[src/rtl/cardinal_fetch_stage.sv]
// Cardinal instruction-fetch stage and IF/ID pipeline register.
// Drives a 1-cycle-latency instruction memory, skids the returned word across stalls and applies branch redirects.
module cardinal_fetch_stage #(
   parameter int              PC_W      = 32,
   parameter logic [PC_W-1:0] RESET_PC  = {PC_W{1'b0}},
   parameter logic [31:0]     NOP_INSTR = 32'hF000_0000
) (
   input  logic            clk,
   input  logic            rst_n,
   output logic [PC_W-1:0] imem_addr,
   output logic            imem_en,
   input  logic [31:0]     imem_dout,
   input  logic            stall,
   input  logic            branch_taken,
   input  logic [PC_W-1:0] branch_target,
   output logic [31:0]     if_id_instr,
   output logic [PC_W-1:0] if_id_pc,
   output logic            if_id_valid
);

   localparam logic [PC_W-1:0] PC_INC     = {{(PC_W-3){1'b0}}, 3'b100};
   localparam logic [PC_W-1:0] ALIGN_MASK = {{(PC_W-2){1'b1}}, 2'b00};

   logic [PC_W-1:0] r_pc;
   logic            r_req_valid;
   logic [PC_W-1:0] r_req_pc;
   logic            r_skid_valid;
   logic [31:0]     r_skid_instr;
   logic [PC_W-1:0] r_skid_pc;
   logic [31:0]     r_if_id_instr;
   logic [PC_W-1:0] r_if_id_pc;
   logic            r_if_id_valid;

   logic [PC_W-1:0] w_target;
   logic [PC_W-1:0] w_pc_nxt;
   logic            w_req_valid_nxt;
   logic [PC_W-1:0] w_req_pc_nxt;
   logic            w_skid_valid_nxt;
   logic [31:0]     w_skid_instr_nxt;
   logic [PC_W-1:0] w_skid_pc_nxt;
   logic [31:0]     w_if_id_instr_nxt;
   logic [PC_W-1:0] w_if_id_pc_nxt;
   logic            w_if_id_valid_nxt;

   assign w_target    = branch_target & ALIGN_MASK;
   assign imem_addr   = branch_taken ? w_target : r_pc;
   assign imem_en     = rst_n & (branch_taken | ~stall);
   assign if_id_instr = r_if_id_instr;
   assign if_id_pc    = r_if_id_pc;
   assign if_id_valid = r_if_id_valid;

   // Next-state selection: branch redirect beats stall beats normal flow.
   always_comb begin
      w_pc_nxt          = r_pc;
      w_req_valid_nxt   = r_req_valid;
      w_req_pc_nxt      = r_req_pc;
      w_skid_valid_nxt  = r_skid_valid;
      w_skid_instr_nxt  = r_skid_instr;
      w_skid_pc_nxt     = r_skid_pc;
      w_if_id_instr_nxt = r_if_id_instr;
      w_if_id_pc_nxt    = r_if_id_pc;
      w_if_id_valid_nxt = r_if_id_valid;
      if (branch_taken) begin
         // The sequential word in flight or in the skid is squashed; the bubble pc is held.
         w_pc_nxt          = w_target + PC_INC;
         w_req_valid_nxt   = 1'b1;
         w_req_pc_nxt      = w_target;
         w_skid_valid_nxt  = 1'b0;
         w_if_id_instr_nxt = NOP_INSTR;
         w_if_id_valid_nxt = 1'b0;
      end else if (stall) begin
         w_req_valid_nxt = 1'b0;
         if (r_req_valid) begin
            w_skid_valid_nxt = 1'b1;
            w_skid_instr_nxt = imem_dout;
            w_skid_pc_nxt    = r_req_pc;
         end else begin
            w_skid_valid_nxt = r_skid_valid;
         end
      end else begin
         w_pc_nxt        = r_pc + PC_INC;
         w_req_valid_nxt = 1'b1;
         w_req_pc_nxt    = r_pc;
         if (r_skid_valid) begin
            w_if_id_instr_nxt = r_skid_instr;
            w_if_id_pc_nxt    = r_skid_pc;
            w_if_id_valid_nxt = 1'b1;
            w_skid_valid_nxt  = 1'b0;
         end else if (r_req_valid) begin
            w_if_id_instr_nxt = imem_dout;
            w_if_id_pc_nxt    = r_req_pc;
            w_if_id_valid_nxt = 1'b1;
         end else begin
            w_if_id_instr_nxt = NOP_INSTR;
            w_if_id_valid_nxt = 1'b0;
         end
      end
   end

   // State registers; reset discards any in-flight read by clearing req_valid.
   always_ff @(posedge clk or negedge rst_n) begin
      if (!rst_n) begin
         r_pc          <= RESET_PC;
         r_req_valid   <= 1'b0;
         r_req_pc      <= {PC_W{1'b0}};
         r_skid_valid  <= 1'b0;
         r_skid_instr  <= 32'h0000_0000;
         r_skid_pc     <= {PC_W{1'b0}};
         r_if_id_instr <= NOP_INSTR;
         r_if_id_pc    <= {PC_W{1'b0}};
         r_if_id_valid <= 1'b0;
      end else begin
         r_pc          <= w_pc_nxt;
         r_req_valid   <= w_req_valid_nxt;
         r_req_pc      <= w_req_pc_nxt;
         r_skid_valid  <= w_skid_valid_nxt;
         r_skid_instr  <= w_skid_instr_nxt;
         r_skid_pc     <= w_skid_pc_nxt;
         r_if_id_instr <= w_if_id_instr_nxt;
         r_if_id_pc    <= w_if_id_pc_nxt;
         r_if_id_valid <= w_if_id_valid_nxt;
      end
   end

endmodule

[config.mk]
export PLATFORM = sky130hd
export DESIGN_NAME = cardinal_fetch_stage
export DESIGN_NICKNAME = d
export VERILOG_FILES = /design/src/rtl/cardinal_fetch_stage.sv
export SDC_FILE = /design/constraint.sdc
export NUM_CORES = 1
export LEC_CHECK = 0
export ABC_CLOCK_PERIOD_IN_PS = 2200
export CAP_MARGIN = 25
export CORE_ASPECT_RATIO = 1.75
export CORE_MARGIN = 2
export CORE_UTILIZATION = 53
export CTS_CLUSTER_SIZE = 24
export DETAILED_ROUTE_END_ITERATION = 8
export PLACE_DENSITY = 0.9
export SETUP_SLACK_MARGIN = 0.1
export SLEW_MARGIN = 20
export SYNTH_ARGS = -nofsm -noshare
export SYNTH_HDL_FRONTEND = slang
export SYNTH_SLANG_ARGS = --single-unit
[constraint.sdc]
create_clock -name clk -period 2.2 [get_ports clk]
set_input_delay 0.33 -clock clk [delete_from_list [all_inputs] [get_ports clk]]
set_output_delay 0.33 -clock clk [all_outputs]
set_load 0.02 [all_outputs]
## After elaboration in Yosys (flattened, before gate mapping)

Index checks and enable logic that the tools add are counted.

- Muxes and demuxes: 20
- Reductions and logical operators: 3
- Add/sub/neg operators: 2
- Bitwise gates (word level): 4
- Eq/ne operators: 2

Operator list:

| cell | number |
|---|---|
| $mux 32 | 11 |
| $add 32x3->32 const B | 2 |
| $mux 1 | 9 |
| $reduce_and 3->1 | 2 |
| $ne 3x1->1 const B | 1 |
| $ne 2x1->1 const B | 1 |
| $not 1->1 | 2 |
| $reduce_bool 2->1 | 1 |
| $and 1x1->1 | 1 |
| $or 1x1->1 | 1 |

- Register bits: 195
- Output and inout port bits: 98
- Bits of input ports: 68

## Longest topological paths before layout

- Depth in word-level cells: 4
- Mapped depth: 12
- Mapped depth without buffers: 8

## Worst setup path after synthesis

Ideal clock, no wire load.

- Kind: in2reg
- Start: in branch_taken
- End: reg r_pc[28]
- Data required time: 2108 ps
- Setup slack: -461 ps
- Buffers on the path: 4
- Stages on the path: 12
- Setup time: 92 ps
- Arrival time: 2569 ps
- Cells stage by stage: buf_6 > buf_4 > buf_4 > buf_2 > mux2_2 > ha_1 > nand4b_1 > nand2_1 > nand3_4 > nor3b_2 > and3_2 > o31ai_2

- Longest elaborated chain between the ends: 1
- Elaborated cells on any way between the ends: 2
- Those cells by class: eq/ne: 1; mux: 1

RTL lines:

| what | RTL line | text |
|---|---|---|
| start, declared | 14 | `input logic branch_taken,` |
| $ne 2x1->1 (no line) or $mux 32 (tied branches) | -- |  |
| end signal, assigned | 113 | `r_pc <= w_pc_nxt;` |
| end, declared | 24 | `logic [PC_W-1:0] r_pc;` |

Several ways; a longest one is shown, not always the timed one.
A chain may end at the register's enable or synchronous reset.

## Final worst setup path

- Start: reg r_pc[23]
- End: out imem_addr[23]

- Longest elaborated chain between the ends: 1

RTL lines:

| what | RTL line | text |
|---|---|---|
| $mux 32 | 46 | `assign imem_addr = branch_taken ? w_target : r_pc;` |
| end, declared | 10 | `output logic [PC_W-1:0] imem_addr,` |

Every way passes these cells.

==> summary.md <==
| Metric | Value |
|---|---|
| Capture point of the critical path | `imem_addr[23]` |
| Initial DRC Count | `416` |
| TritonCTS Sinks | `187` |
| Antenna diode count | `0` |
| Clock Power Share | `0.314` |
| Pre-CTS setup slack | `-0.115 ns` |
| Initial antenna violation count | `0` |
| Number of synthesized flops with an enable pin | `0` |
| Core Box Area | `16400 um2` |
| Tmin final | `2.08 ns` |
| Sw frac | `0.299` |
| Cts bufs inserted | `17` |
| CTS tree | `built` |
| Crit path from | `r_pc[23]` |
| Sequential share of the synthesized area | `0.527` |
| Rel. slew slack | `0.648` |
| Routed len/inst | `17.3 um` |
| Pwr/cell area | `842 nW/um2` |
| Synthesis warning total | `0` |
| Share of layout cells above drive strength 1 | `0.214` |
| WL final | `21500 um` |
| DRC Markers | `0` |
| First-pass GRT wire length | `34600 um` |
| Placer congestion estimate | `0.891` |
| Total negative slack | `0 ns` |
| Chip Width | `102 um` |
| I/O pins | `166` |
| Status | `finished clean` |
| ANT nets after route | `0` |
| Crit Path Class | `reg2out` |
| Clk root buf | `clkbuf_16` |
| Mapped cell area | `8890 um2` |
| Vert. Die Dim | `175 um` |
| Nets@finish | `1075` |
| Routed via count | `6784` |
| Post-Syn Area per Cell | `10.8 um2` |
| Total grt overflow | `0` |
| Fin Clk Skew | `0.0132 ns` |
| CP startpoint kind | `flip-flop` |
| RSZ-0062 raised after global routing | `yes` |
| Primary FF master, synth | `dfrtp_1` |
| DP HPWL | `14800 um` |
| Switching Power | `0.00295 W` |
| Combinational power share | `0.239` |
| Peak VDD IR | `0.471 mV` |
| Max cap viols | `0` |
| Peak Freq | `0.482 GHz` |
| Vias per inst | `5.46` |
| Max Root-Sink Buffers | `2` |
| Pre-antenna DRT Iters | `4` |
| Post-synth top area cell | `dfrtp_1` |
| Worst Tran Pin Value | `0.527 ns` |
| Setup WS post-layout | `0.124 ns` |
| Hold Path Class | `in2reg` |
| CP Data Required Time | `1.87 ns` |
| Area delta synth->final | `31.9%` |
| Count of pins over their slew limit | `0` |
| Final setup viols | `0` |
| CTS clock-pin slew for the worst setup and hold paths | `0.08 ns` |
| Crit path capture type | `output port` |
| Path depth of the worst reg2reg path | `7` |
| Int Power | `0.00693 W` |
| Reg-to-reg endpoint | `r_pc[31]` |
| Vias in the first global route | `6992` |
| Clk_lat worst skew | `0.43 ns` |
| Critical path fanouts, max | `3` |
| GRT Util Overall | `0.246` |
| Number of distinct library cells after synthesis | `61` |
| R2r setup slk | `0.28 ns` |
| Yosys top cell area share | `0.515` |
| Port bufs | `159` |
| Die area | `17900 um2` |
| Largest net degree at the start of global routing | `188` |
| Period utilization | `0.944` |
| FF-to-FF Start | `r_pc[2]` |
| Syn Inst Count | `820` |
| Ys async rst share | `1.00` |
| Leak | `5.20 nW` |
| Flops & latches, synth | `187` |
| Largest cells by area after synthesis | `dfrtp_1 51%, mux2_2 9.5%, mux2i_1 5.9%` |
| Row count | `62` |
| Seq pwr share | `0.447` |
| Initial cell density of the core | `0.541` |
| H-tree Lvls | `4` |
| Hold Vio Cnt, Final | `0` |
| CP arrival | `1.75 ns` |
[flip-flops by register name, indices dropped and copies added, names as in the netlist]
name / count
if_id_instr: 32
if_id_valid: 1
r_req_pc: 30
r_skid_instr: 32
r_req_valid: 1
r_skid_pc: 30
if_id_pc: 30
r_skid_valid: 1
r_pc: 30
[final cells by class]
| type | instances | area, um2 |
|---|---|---|
| clock buffers | 19 | 443 |
| clock inverters | 13 | 151 |
| fillers | 1174 | 4710 |
| inverters | 22 | 82.6 |
| multi-input cells | 557 | 3900 |
| flip-flops and latches | 187 | 4690 |
| well taps | 224 | 280 |
| repair buffers | 221 | 2180 |
[kinds of logic (layout without fill, tap and decap cells)]
| logic type | count (synthesis) | after routing | synth area share |
|---|---|---|---|
| DFF | 187 | 187 | 0.527 |
| muxes | 127 | 127 | 0.154 |
| buffers and inverters | 79 | 275 | 0.0432 |
| other | 1 | 4 | 0.000422 |
| xor gates and xnor gates | 26 | 26 | 0.0256 |
| adders and majority gates | 1 | 1 | 0.00141 |
| AOI/OAI and AO/OA | 162 | 162 | 0.115 |
| and+or+nand+nor | 237 | 237 | 0.135 |
[cells in the mapped netlist (3+ instances only)]
cell type / instances
dfstp_2: 4
nand3b_4: 4
nand3b_1: 5
xnor2_1: 24
clkbuf_1: 27
nor2_1: 125
nor2b_1: 4
a211o_1: 3
mux2_2: 75
buf_1: 7
nor3_2: 3
nand4_1: 6
a21oi_1: 73
nor3b_2: 3
buf_4: 6
dfrtp_1: 183
inv_1: 21
nand2_1: 53
mux2i_1: 52
buf_2: 12
nand4b_1: 3
o21ai_0: 33
nand3_1: 12
a21o_1: 3
buf_6: 3
a22oi_1: 30
o21ai_1: 3
[what timing repair did]
item,4_1_cts,5_1_grt
gates resized for setup,13,18
hold buffers,0,1
setup buffers,0,0
endpoints found under the hold margin,0,52
setup endpoints to repair,18,18
[critical path, stage by stage (launching register included)]
cell and delay (ns):
dfrtp_1 0.38, mux2i_1 0.26, inv_1 0.11, clkdlybuf4s50_1 0.55
[routing by layer]
layer  vias up  track usage  part of all wire
met5         -            0                 0
met4         0        0.116             0.036
met3        48       0.0386             0.036
met2       168        0.430              0.53
met1      3351        0.291              0.40
li1       3217            -                 -
[through the flow]
| stage | cells | power [W] | cell area (um2) | utilization | hold WS [ns] |
|---|---|---|---|---|---|
| 2_1_floorplan | 823 | 0.00570 | 8960 | - | 0.0344 |
| 3_3_place_gp | 1209 | 0.00669 | 11000 | 0.671 | 0.461 |
| 3_5_place_dp | 1209 | 0.00682 | 11000 | 0.671 | 0.470 |
| 4_1_cts | 1241 | 0.00994 | 11600 | 0.708 | 0.179 |
| 5_1_grt | 1243 | 0.0103 | 11700 | 0.713 | 0.417 |
| 6_report | 1243 | 0.00988 | 11700 | 0.713 | 0.431 |
[cell usage in the layout, fill, tap and decap left out, types with 5 or more instances in the layout]
cell type,netlist,layout
a21oi_1,73,71
a22oi_1,30,30
buf_12,1,6
buf_4,6,54
clkbuf_16,0,17
clkdlybuf4s50_1,0,132
dfrtp_1,183,181
dlygate4sd2_1,0,8
dlymetal6s2s_1,0,16
inv_1,21,21
inv_6,0,6
mux2_2,75,73
mux2i_1,52,49
nand2_1,53,51
nand3_1,12,12
nand3b_1,5,5
nand4_1,6,6
nor2_1,125,125
o21ai_0,33,33
xnor2_1,24,24
[power by group through the flow]
stage	clock (W)	combinational [W]	sequential (W)
4_1_cts	0.00316	0.00238	0.00441
6_report	0.00310	0.00236	0.00441
2_1_floorplan	0	0.00114	0.00456
3_3_place_gp	0	0.00229	0.00441
5_1_grt	0.00329	0.00256	0.00448
3_5_place_dp	0	0.00236	0.00445
[worst min-delay path by stage]
stage	startpoint	cells after the start	slack (ns)	end
2_1_floorplan	rst_n	0	0.03	if_id_instr[0]
3_3_place_gp	if_id_pc[3]	2	0.46	if_id_pc[3]
3_5_place_dp	if_id_pc[3]	2	0.47	if_id_pc[3]
4_1_cts	rst_n	2	0.18	r_req_pc[3]
5_1_grt	branch_taken	3	0.42	r_pc[6]
6_report	branch_taken	3	0.43	r_pc[6]
(Power assumes the default switching activity.)
